[config.mk]
export PLATFORM = sky130hd
export DESIGN_NAME = pp_serial_accumulator
export DESIGN_NICKNAME = d
export VERILOG_FILES = /design/src/rtl/pp_serial_accumulator.sv
export SDC_FILE = /design/constraint.sdc
export NUM_CORES = 1
export LEC_CHECK = 0
export CAP_MARGIN = 20
export CORE_MARGIN = 2
export CORE_UTILIZATION = 45
export DETAILED_ROUTE_END_ITERATION = 10
export GPL_TIMING_DRIVEN = 0
export MAX_ROUTING_LAYER = met4
export PLACE_DENSITY = 0.76
export SKIP_CTS_REPAIR_TIMING = 1
export SLEW_MARGIN = 30
export SYNTH_ARGS = -nofsm -noshare
export SYNTH_HDL_FRONTEND = slang
export SYNTH_SLANG_ARGS = --single-unit
[constraint.sdc]
create_clock -name clk -period 4 [get_ports clk]
set_clock_uncertainty 0.1 [all_clocks]
set_input_delay 0.8 -clock clk [delete_from_list [all_inputs] [get_ports clk]]
set_output_delay 0.8 -clock clk [all_outputs]
set_load 0.005 [all_outputs]
[src/rtl/pp_serial_accumulator.sv]
// Purpose: shift-add accumulator turning a stream of (W+1)-bit partial-product
//          rows (LSB row first) into a 2W-bit product; SIGNED=1 subtracts the last row.
// Latency: prod_valid rises the cycle after the last row is accepted; W+1 cycles min per product.
// Backpressure: pp_ready=0 while a product waits; prod/err held until prod_ready.
//
// Ports:
//   clk, rst          clock; asynchronous active-high reset
//   pp_valid/pp_ready partial-product row handshake (pp, pp_last)
//   prod_valid/prod_ready product handshake (prod, err)
//
// Optional feature: define PP_ACC_LEN_CHECK_EN to count rows per frame. A frame
// ending early flags err; a W-th row without pp_last is forced to be the last
// row and flags err. Without the macro err is tied low.
module pp_serial_accumulator #(
  parameter int W      = 16,
  parameter bit SIGNED = 1'b1
) (
  input  logic           clk,
  input  logic           rst,
  input  logic           pp_valid,
  output logic           pp_ready,
  input  logic [W:0]     pp,
  input  logic           pp_last,
  output logic           prod_valid,
  input  logic           prod_ready,
  output logic [2*W-1:0] prod,
  output logic           err
);

  typedef enum logic [0:0] {ST_ACC, ST_OUT} state_t;

  state_t         state_q, state_d;
  logic [W:0]     acc_hi;
  logic [W-1:0]   acc_lo;
  logic [W+1:0]   operand_raw, operand, sum;
  logic           accept;
  logic           eff_last;

`ifdef PP_ACC_LEN_CHECK_EN
  localparam int CW = $clog2(W+1);
  logic [CW-1:0]  count;
  logic           final_slot;
  logic           row_err;
  logic           err_q;

  // The row about to be accepted is the W-th one of the frame.
  assign final_slot = (count == CW'(W-1));
  assign eff_last   = pp_last | final_slot;
  // Either the frame ends early or it runs past W rows without pp_last.
  assign row_err    = pp_last ^ final_slot;
  assign err        = err_q;
`else
  assign eff_last   = pp_last;
  assign err        = 1'b0;
`endif

  assign accept = pp_valid & pp_ready;

  always_comb begin
    operand_raw = SIGNED ? {pp[W], pp} : {2'b00, pp[W-1:0]};
    // Two's-complement multiplier: the MSB row carries negative weight.
    operand     = (SIGNED && eff_last) ? -operand_raw : operand_raw;
    // W+2 bits hold sext(acc_hi) plus or minus a (W+1)-bit row without overflow.
    sum         = {acc_hi[W], acc_hi} + operand;
  end

  always_comb begin
    state_d    = state_q;
    pp_ready   = 1'b0;
    prod_valid = 1'b0;
    case (state_q)
      ST_ACC: begin
        pp_ready = 1'b1;
        if (accept && eff_last) state_d = ST_OUT;
      end
      ST_OUT: begin
        prod_valid = 1'b1;
        if (prod_ready) state_d = ST_ACC;
      end
      default: state_d = ST_ACC;
    endcase
  end

  always_ff @(posedge clk or posedge rst) begin
    if (rst) begin
      state_q <= ST_ACC;
    end else begin
      state_q <= state_d;
    end
  end

  always_ff @(posedge clk or posedge rst) begin
    if (rst) begin
      acc_hi <= '0;
      acc_lo <= '0;
      prod   <= '0;
    end else if (state_q == ST_ACC) begin
      if (accept) begin
        acc_hi <= sum[W+1:1];
        acc_lo <= {sum[0], acc_lo[W-1:1]};
        // Snapshot of the post-shift {acc_hi[W-1:0], acc_lo}.
        if (eff_last) prod <= {sum[W:1], sum[0], acc_lo[W-1:1]};
      end
    end else if (prod_ready) begin
      acc_hi <= '0;
      acc_lo <= '0;
    end
  end

`ifdef PP_ACC_LEN_CHECK_EN
  always_ff @(posedge clk or posedge rst) begin
    if (rst) begin
      count <= '0;
      err_q <= 1'b0;
    end else if (state_q == ST_ACC) begin
      if (accept) begin
        count <= count + CW'(1);
        if (eff_last) err_q <= row_err;
      end
    end else if (prod_ready) begin
      count <= '0;
      err_q <= 1'b0;
    end
  end
`endif

endmodule

# After elaboration in Yosys (flattened, before gate mapping)
# Cells that the tools add are included.
[totals] wordCells=25 output_inout_bits=35 regBits=66 input_bits=22
[op_classes] n_eq_ne=1 n_mux=12 n_reduce_logical=4 add_sub_neg=2 n_bitwise=2
[op_table] op="2-to-1 mux 17 bit" count=3
[op_table] op="2-to-1 mux 16 bit" count=3
[op_table] op="adder 18 bit" count=1
[op_table] op="2-to-1 mux 18 bit" count=1
[op_table] op="negator 18 bit" count=1
[op_table] op="2-to-1 mux 1 bit" count=4
[op_table] op="AND reduction 3 bit" count=1
[op_table] op="!= test 2 bit (second input constant)" count=1
[op_table] op="case mux 1 bit (2 select lines)" count=1
[op_table] op="AND reduction 2 bit" count=1
[op_table] op="nonzero test 2 bit" count=1
[op_table] op="AND 1 bit" count=1
[op_table] op="logical AND 1 bit" count=1
[op_table] op="NOT 1 bit" count=1

# Logic depth before layout (Yosys ltp)
[logic_depth] word_depth=5 ltp_mapped=13 ltp_nobuf=12

# Worst setup path after synthesis
# OpenSTA, ideal clock, no wires.
[synth_timing] path_kind="input -> register" startpoint="input pp[4]" endpoint="register acc_hi[15]" required_ns=3.768 path_stages=10 setup_ns=0.132 setup_slack_ns=0.414 path_buffers=0 arrival_ns=3.354 path_cell_list="nor4_1 > nor2b_1 > nand2_1 > o31a_1 > xor2_1 > ha_1 > or3_1 > o311ai_0 > or4_1 > nand3_1"
[synth_between] elab_chain_len=5
[synth_rtl] element="start, declared" line_no="22" source="input logic [W:0] pp,"
[synth_rtl] element="negator 18 bit" line_no="62" source="operand = (SIGNED && eff_last) ? -operand_raw : operand_raw;"
[synth_rtl] element="2-to-1 mux 18 bit *" line_no="62"
[synth_rtl] element="adder 18 bit *" line_no="64" source="sum = {acc_hi[W], acc_hi} + operand;"
[synth_rtl] element="2-to-1 mux 17 bit *" line_no="98" source="if (accept) begin"
[synth_rtl] element="2-to-1 mux 17 bit *" line_no="97" source="end else if (state_q == ST_ACC) begin"
[synth_rtl] element="end signal, assigned" line_no="99" source="acc_hi <= sum[W+1:1];"
[synth_rtl] element="end, declared" line_no="33" source="logic [W:0] acc_hi;"
# Mark *: on every way between the ends. The rest lies on a longest branch, timed or not. The select of a mux whose other input is x is not followed.
# A chain may end at the register's enable or synchronous reset.

# Final worst setup path
[layout_timing] startpoint="input pp_last" endpoint="register prod[31]"
[layout_between] elab_chain_len=2 word_cells_on_any_way=3
[layout_rtl] element="start, declared" line_no="23" source="input logic pp_last,"
[layout_rtl] element="2-to-1 mux 18 bit" line_no="62"
[layout_rtl] element="adder 18 bit" line_no="64"
[layout_rtl] element="end signal, assigned" line_no="102" source="if (eff_last) prod <= {sum[W:1], sum[0], acc_lo[W-1:1]};"
[layout_rtl] element="end, declared" line_no="26" source="output logic [2*W-1:0] prod,"
# Parallel ways exist; a longest one is shown, timed or not.

==> results_dict.tcl <==
set metrics [dict create \
    status "finished clean" \
    syn_area_um2 3610 \
    fp.coreArea_um2 7770 \
    syn-instance-count 347 \
    wl_met2_um 3750 \
    yosysUniqueCellTypes 56 \
    synth-edff-count 0 \
    p_total_uw 3050 \
    clk_pin_slew_ns 0.07 \
    synth_common_cells "65 x dfrtp_1, 35 x nand2_1, 22 x a22o_1, 22 x o21ai_0, 21 x mux2_2" \
    first_global_vias 2830 \
    cp_cell_sequence "clkdlybuf4s50_1, clkbuf_2, buf_2, nand2_1, o21ai_0, inv_1, fa_1, nor2b_1, o31ai_2, a21boi_2, o311ai_2, or4_1, nand3_1" \
    vias_per_cell 5.56 \
    port_buffers 55 \
    crit_type "in -> reg" \
    ys_warn_count 0 \
    nets 454 \
    max_freq_mhz 262 \
    path_delay_family "buffers and inverters" \
    path_buf_inv 4 \
    synth_top_area_frac 0.450 \
    antenna_left 0 \
    dpl.hpwl_um 6230 \
    clockBufferDepth 2 \
    maxCapViolCount 0 \
    required_ns 4.18 \
    drive_above_1_share 0.132 \
    pre_cts_slack_ns -0.724 \
    cts_tree "done" \
    finalSetupTns_ns 0 \
    ys_ff_latch 65 \
    dr.pass1.iters 4 \
    drc 0 \
    cts_max_level 3 \
    area_growth_pct 27.0 \
    synth_top_area_cell "dfrtp_1" \
    cts-root-buf "clkbuf_8" \
    grt_overflow_total 0 \
    setup_ws_ns 0.177 \
    clock_latency_ns 0.35 \
    antenna_cells 0 \
    p_per_area_nw_per_um2 665 \
    vdd_drop_max_mv 0.355 \
    finalHoldViolCount 0 \
    cp-start-kind "primary input" \
    grt_max_degree 48 \
    gr-usage-all-layers 0.214 \
    synth.area.top_cells "dfrtp_1 45%, mux2_2 6.5%, ha_1 6.2%" \
    drt-initial-drc-count 199 \
    syn_area_per_cell_um2 10.4 \
    yosysMostFrequentCell "dfrtp_1" \
    dr.max_layer_used "met4" \
    power.leakage_uw 0.00202 \
    dr_wl_met3_um 528 \
    wire_per_inst_um 16.6 \
    antenna_found_initial 0 \
    vias 2891 \
    routed_wl_um 8630 \
    worstHoldPathType "reg -> reg" \
    dominantRegCellSynth "dfrtp_1" \
    dieArea_um2 8770 \
    period_minus_slack_ns 3.82 \
    max_slew_margin 0.584 \
    worst_pin_slew_ns 0.624 \
    row_count 32 \
    ys_seq_area_frac 0.450 \
    setup_viol 0 \
    pin_count 57 \
    synth_nets 388 \
    cpPeakStageDelay_ns 0.53 \
    cp.arrival_ns 4.00 \
    critPathCaptureType "flip-flop" \
    drv_slew 0 \
    place.gp.congestion 0.943 \
    fp.dieH_um 93.6 \
    initial_core_util 0.465 \
    critical-path-slowest-cell "clkdlybuf4s50_1" \
    cts_buffers 9 \
    cp_max_fo 10 \
    clock_sinks 65 \
    wl_met1_um 4200 \
    synthArstFlopShare 1.00 \
    period_share 0.956 \
    grt_pass1_wl_um 14100 \
    die_x_um 93.6 \
]
==> placed cells by master, fill, tap and decap left out, types with 11 or more instances in the layout <==
cell type	Yosys	final
mux2_2	21	21
a21oi_1	14	13
nand2_1	35	35
dfrtp_1	65	65
a22o_1	22	22
clkdlybuf4s50_1	0	55
inv_1	12	11
ha_1	18	18
xnor2_1	20	20
o21ai_0	22	22
nor2_1	11	11
==> worst paths after layout <==
path                                 from         end  slack, ns  depth (start not counted)
worst min register to register   prod[24]    prod[24]       0.38                          2
worst max register to register  acc_hi[0]    prod[31]       1.46                          9
min in group asynchronous             rst  acc_hi[15]       0.64                          2
worst max-delay path              pp_last    prod[31]       0.18                         13
worst min-delay path             prod[24]    prod[24]       0.38                          2
max in group asynchronous             rst   acc_hi[1]       2.65                          3
==> flip-flops by register name (all words and copies together) (netlist names) <==
| signal | cells |
|---|---|
| acc_hi | 17 |
| acc_lo | 15 |
| prod | 32 |
| state_q | 1 |
==> worst min-delay path, stage by stage, from the launching register on <==
cell	delay (ns)
dfrtp_1	0.35
nand2_1	0.05
nand2_1	0.06
==> per-stage QoR <==
stage | std cells | hold WS (ns) | cell area, µm² | utilization
detailed placement | 505 | 0.368 | 4320 | 0.557
global route | 520 | 0.419 | 4590 | 0.591
floorplan | 347 | 0.354 | 3610 | -
global placement | 504 | 0.364 | 4290 | 0.553
CTS | 521 | 0.391 | 4540 | 0.585
finish | 520 | 0.382 | 4590 | 0.591
==> where the power goes <==
| part | total [µW] | switching [µW] | internal, µW |
|---|---|---|---|
| Clock | 620 | 269 | 350 |
| Sequential | 1020 | 140 | 880 |
| Combinational | 1410 | 704 | 709 |
| Total | 3050 | 1110 | 1940 |
==> kinds of logic (layout without fill, tap and decap cells) <==
logic type,count (synthesis),count (layout),share of synthesized area
simple gates,85,85,0.117
compound gates,104,104,0.208
buf+inv,26,97,0.0280
mux,21,21,0.0654
fa+ha+maj,19,19,0.0678
xor+xnor,26,26,0.0630
flops,65,65,0.450
other cells,1,1,0.00104
==> area by class of cell <==
class	instances	area (µm²)
Buffer	13	55.1
Clock buffer	9	124
Clock inverter	7	95.1
Fill cell	686	3180
Inverter	12	47.5
Multi-Input combinational cell	256	1940
Sequential cell	65	1630
Tap cell	102	128
Timing Repair Buffer	56	578
==> routing by layer <==
layer	up-vias	global-route usage
li1	1418	-
met5	-	-
met1	1376	0.311
met4	0	0.0664
met3	14	0.0540
met2	83	0.297
(Power assumes the default switching activity.)
==> variant 1 (config.mk and constraints unchanged) <==
Change the parameter `W` from 16 to 32.
--- a/src/rtl/pp_serial_accumulator.sv
+++ b/src/rtl/pp_serial_accumulator.sv
@@ -12,7 +12,7 @@
 // ending early flags err; a W-th row without pp_last is forced to be the last
 // row and flags err. Without the macro err is tied low.
 module pp_serial_accumulator #(
-  parameter int W      = 16,
+  parameter int W      = 32,
   parameter bit SIGNED = 1'b1
 ) (
   input  logic           clk,
Interface: changed (resized pp and prod); port bits go from 57 to 105. The function was not compared with the original's and may differ.
==> variant 1 against the original RTL <==
The flow now finishes with violations (negative setup slack); final cell count rose by 100%; worst setup slack got worse by 1100 ps; synthesized cell count rose by 90%; sequential cell count rose by 64; design area rose by 110%; non-clock buffer count rose by 92; sequential share of layout area fell by 2.7 points; total power rose by 130%; wire length rose by 130%; area after synthesis rose by 98%; critical path type unchanged; critical endpoint is now prod[62]$_DFFE_PP0P_; largest power group unchanged.
==> variant 1: results (changes against the original RTL) <==
Synthesis
  • Synth area leaders: dfrtp_1 (45%), mux2_2 (8.8%), a22o_1 (6.9%)
  • Post-synthesis mux area share: 0.0883 (+0.0229)
  • Post-Synth Adder-Cell Area: 0.0624 (-0.00547)
  • Seq/Total Area, Yosys: 0.452 (+0.00201)
  • Compound-Gate Fraction of Synth Area: 0.208 (about the same)
  • Warnings, synthesis: 0 (unchanged)
  • Post-synth ARST share: 1.00 (unchanged)
  • Ys flop type: dfrtp_1
  • Syn Nets: 732 (+89%)
  • Commonest cells in the netlist: dfrtp_1 (129), a22o_1 (56), mux2_2 (56)
  • Syn Area/Cell: 10.8 µm² (+4.0%)
  • Post-Synth XOR/XNOR Area: 0.0711 (+0.00813)
  • Synth cell types: 57 (+1.8%)

Global routing
  • Pin count of the biggest net entering global routing: 31 (-35%)
  • First-pass GRT wire length: 29.6 mm (+110%)
  • Initial antenna violation count: 2 (+2)
  • Gr usage total: 0.234 (+0.0196)
  • Number of global-route vias before repair: 5,648 (+100%)

Pwr
  • Switching component of the power: 2.59 mW (+130%)
  • Static leakage power: 4.34 nW (+110%)
  • Worst vdd ir: 0.000366 V (+2.9%)
  • Power per Cell Area: 699 nW/µm² (+5.1%)
  • Seq. pwr: 1.93 mW (+89%)
  • Clk power: 1.53 mW (+150%)

STA
  • Setup WS post-layout: -921 ps (-1100 ps)
  • Rel. slew slack: 0.518 (-0.0661)
  • Setup Viol. Count Final: 31 (+31)
  • Setup TNS: -14,950 ps (-14,950 ps)

Outcome
  • Failing checks: negative setup slack
  • Outcome: complete, but fails checks

Clock network
  • Clock Tree Root: clkbuf_16
  • Total CTS buffers: 17 (+8)
  • Clock-pin slew on the worst setup and hold paths: 60 ps
  • CTS H-tree lvls: 4 (+1)
  • CTS tree: yes
  • Later-pin clock latency in the skew report: 430 ps (+80 ps)
  • Clock Path Buffers: 2 (unchanged)

Placed design
  • PortBufs: 102 (+85%)
  • Inst Count DP: 982 (+94%)
  • Routability cong.: 0.914 (-3.1%)
  • Placed cell areas: 8550 µm² (+98%)
  • Setup WS pre-CTS: -1720 ps (-1000 ps)
  • Detailed Place HPWL: 13.1 mm (+110%)

Cells and area
  • Filler Cell Count: 1,212 (+77%)
  • Fin nets: 882 (+94%)
  • Layout cells sized above 1: 0.253 (+0.121)
  • Biggest regs: prod: 64 flops, acc_hi: 33 flops, acc_lo: 31 flops

Drt
  • Final WL: 19.6 mm (+130%)
  • Drt pass-1 iters: 5 (+1)
  • DRC: 0 (unchanged)
  • Vias: 6,009 (+110%)
  • First DRT Iteration DRCs: 334 (+68%)
  • Routed len/inst: 18.8 µm (+13%)

Critical path
  • CP arrival: 5140 ps (+1140 ps)
  • Critical path's largest stage delay: 560 ps (+30 ps)
  • Critical path's top delay family: simple AND/OR/NAND/NOR gates
  • Slowest library cell on the worst path: or4_4
  • Worst-path fanout max: 7 (-3)
==> variant 1: cell types whose count changed after synthesis, moves of 7 or more <==
cell	delta
a21o_1	+13
dfrtp_1	+64
a21oi_1	+16
ha_1	+16
nor2_1	+7
xnor2_1	+26
mux2_2	+35
a22o_1	+34
nand2_1	+15
o21ai_0	+22
clkbuf_1	+16
==> variant 1: path summary, 6_finish.rpt <==
check / startpoint / to / slack (ps) / cells after the start
max: pp[9] / prod[62]$_DFFE_PP0P_ / -920 / 19
min: prod[59]$_DFFE_PP0P_ / prod[59]$_DFFE_PP0P_ / 380 / 2
max reg2reg: acc_hi[0]$_DFFE_PP0P_ / acc_hi[31]$_DFFE_PP0P_ / 840 / 12
min reg2reg: prod[59]$_DFFE_PP0P_ / prod[59]$_DFFE_PP0P_ / 380 / 2
max in group asynchronous: rst / acc_lo[15]$_DFFE_PP0P_ / 2420 / 4
min in group asynchronous: rst / prod[39]$_DFFE_PP0P_ / 660 / 2
==> variant 1: final cells by class <==
| class | count | area (µm²) | share of cell area |
|---|---|---|---|
| Inverter | 18 | 71.3 | 0.00723 |
| Sequential cell | 129 | 3230 | 0.327 |
| Antenna cell | 2 | 5.00 | 0.000507 |
| Timing Repair Buffer | 135 | 1340 | 0.136 |
| Multi-Input combinational cell | 482 | 4270 | 0.432 |
| Tap cell | 216 | 270 | 0.0274 |
| Clock buffer | 20 | 457 | 0.0463 |
| Clock inverter | 12 | 123 | 0.0124 |
| Buffer | 26 | 105 | 0.0107 |
==> variant 1: per-layer routing <==
layer / share of wire / up-vias / GRT usage
met5: 0 / - / -
met4: 0.027 / 0 / 0.0854
met3: 0.063 / 41 / 0.0644
met2: 0.47 / 205 / 0.342
met1: 0.44 / 2996 / 0.313
li1: - / 2767 / -
==> variant 2 (config.mk and constraints unchanged) <==
Without the edit above. Add a define of `PP_ACC_LEN_CHECK_EN`.
--- a/src/rtl/pp_serial_accumulator.sv
+++ b/src/rtl/pp_serial_accumulator.sv
@@ -11,6 +11,8 @@
 // Optional feature: define PP_ACC_LEN_CHECK_EN to count rows per frame. A frame
 // ending early flags err; a W-th row without pp_last is forced to be the last
 // row and flags err. Without the macro err is tied low.
+`define PP_ACC_LEN_CHECK_EN
+
 module pp_serial_accumulator #(
   parameter int W      = 16,
   parameter bit SIGNED = 1'b1
Function: changed (Yosys sat finds a counterexample within 4 cycles, from zero or initial values and one cycle with rst high).
==> variant 2 against the original RTL <==
Wire length is 6.4% higher; maximum frequency is 0.50% lower; register-to-register slack worse by 1300 ps; area after synthesis is 6.4% higher; total power is 2.9% lower; global-route usage is 0.56 points higher; sequential cell count is 6 higher; non-clock buffer count is 9 higher; sequential share of layout area is 1.5 points higher; worst setup slack worse by 19 ps; design area is 4.7% higher; die area is 6.2% higher; critical path type unchanged; largest cell class unchanged.
==> variant 2: results (changes against the original RTL) <==
Outcome
  • Outcome: completed

Critical path
  • CP arrival: 4030 ps (+30 ps)
  • Worst reg2reg startpoint: count[0]$_DFFE_PP0P_
  • Worst r2r path cells: 17 (+8)
  • Worst-path fanout max: 7 (-3)
  • Critical path's top delay family: simple AND/OR/NAND/NOR gates

STA
  • Fin crit period: 3840 ps (+19.1 ps)

Cells and area
  • Inverter count: 15 (+3)
  • Fin nets: 536 (+18%)
  • Non-Filler Instances: 601 (+16%)
  • Area of the multi-input gates: 1980 µm² (+2.3%)
  • Buffers excl. clock: 78 (+13%)
  • Final-layout non-clock buffer area share: 0.145 (+0.00703)

Synthesis
  • Commonest cells in the netlist: nand2_1 (91), dfrtp_1 (71), o21ai_0 (37)
  • Synth cell types: 41 (-27%)
  • Post-Synth XOR/XNOR Area: 0.0637 (+0.000742)
  • Top cell type's share of synthesized area: 0.462 (+0.0118)
  • Seq/Total Area, Yosys: 0.462 (+0.0118)
  • Post-Synth Adder-Cell Area: 0.0735 (+0.00565)
  • Compound-Gate Fraction of Synth Area: 0.182 (-0.0256)
  • Post-synthesis mux area share: 0.00553 (-0.0599)

Clock network
  • CTS Sinks: 71 (+9.2%)

Drt
  • First DRT Iteration DRCs: 172 (-14%)
  • Vias per cell: 5.57 (+0.26%)
  • Met1 WL: 4.40 mm (+4.9%)
  • Met3 WL: 417 µm (-21%)
  • Final WL: 9.19 mm (+6.4%)
  • WL met2: 4.18 mm (+12%)

Placed design
  • Detailed Place HPWL: 6.54 mm (+4.9%)
  • Routability cong.: 0.908 (-3.7%)
  • Setup WS pre-CTS: -427 ps (+297 ps)

Global routing
  • Pin count of the biggest net entering global routing: 51 (+6.3%)
  • First-pass GRT wire length: 15.3 mm (+8.5%)
  • Number of global-route vias before repair: 3,340 (+18%)

Min path
  • Min-delay src: prod[10]$_DFFE_PP0P_
[variant 2: worst min-delay path: stages (launching register included)]
cell and delay, ps:
dfrtp_1 340, nand2_1 50, nand2_1 60
[variant 2: worst min-delay path by stage]
stage	slack [ps]	to	depth (start not counted)
after floorplan	340	prod[0]$_DFFE_PP0P_	2
after global placement	360	count[4]$_DFFE_PP0P_	2
after detailed placement	360	prod[2]$_DFFE_PP0P_	2
after CTS	380	prod[0]$_DFFE_PP0P_	2
after global routing	410	acc_hi[4]$_DFFE_PP0P_	2
final	380	prod[10]$_DFFE_PP0P_	2
[variant 2: per-layer routing]
layer / GRT usage / up-vias
met5: - / -
met4: 0.0974 / 0
met3: 0.0264 / 16
met2: 0.336 / 87
met1: 0.297 / 1641
li1: - / 1606
[variant 2: where the power goes]
group	switching, mW	total [mW]	internal, mW
Combinational	0.712	1.37	0.657
Sequential	0.147	1.09	0.947
Clock	0.265	0.500	0.235
Total	1.12	2.96	1.84
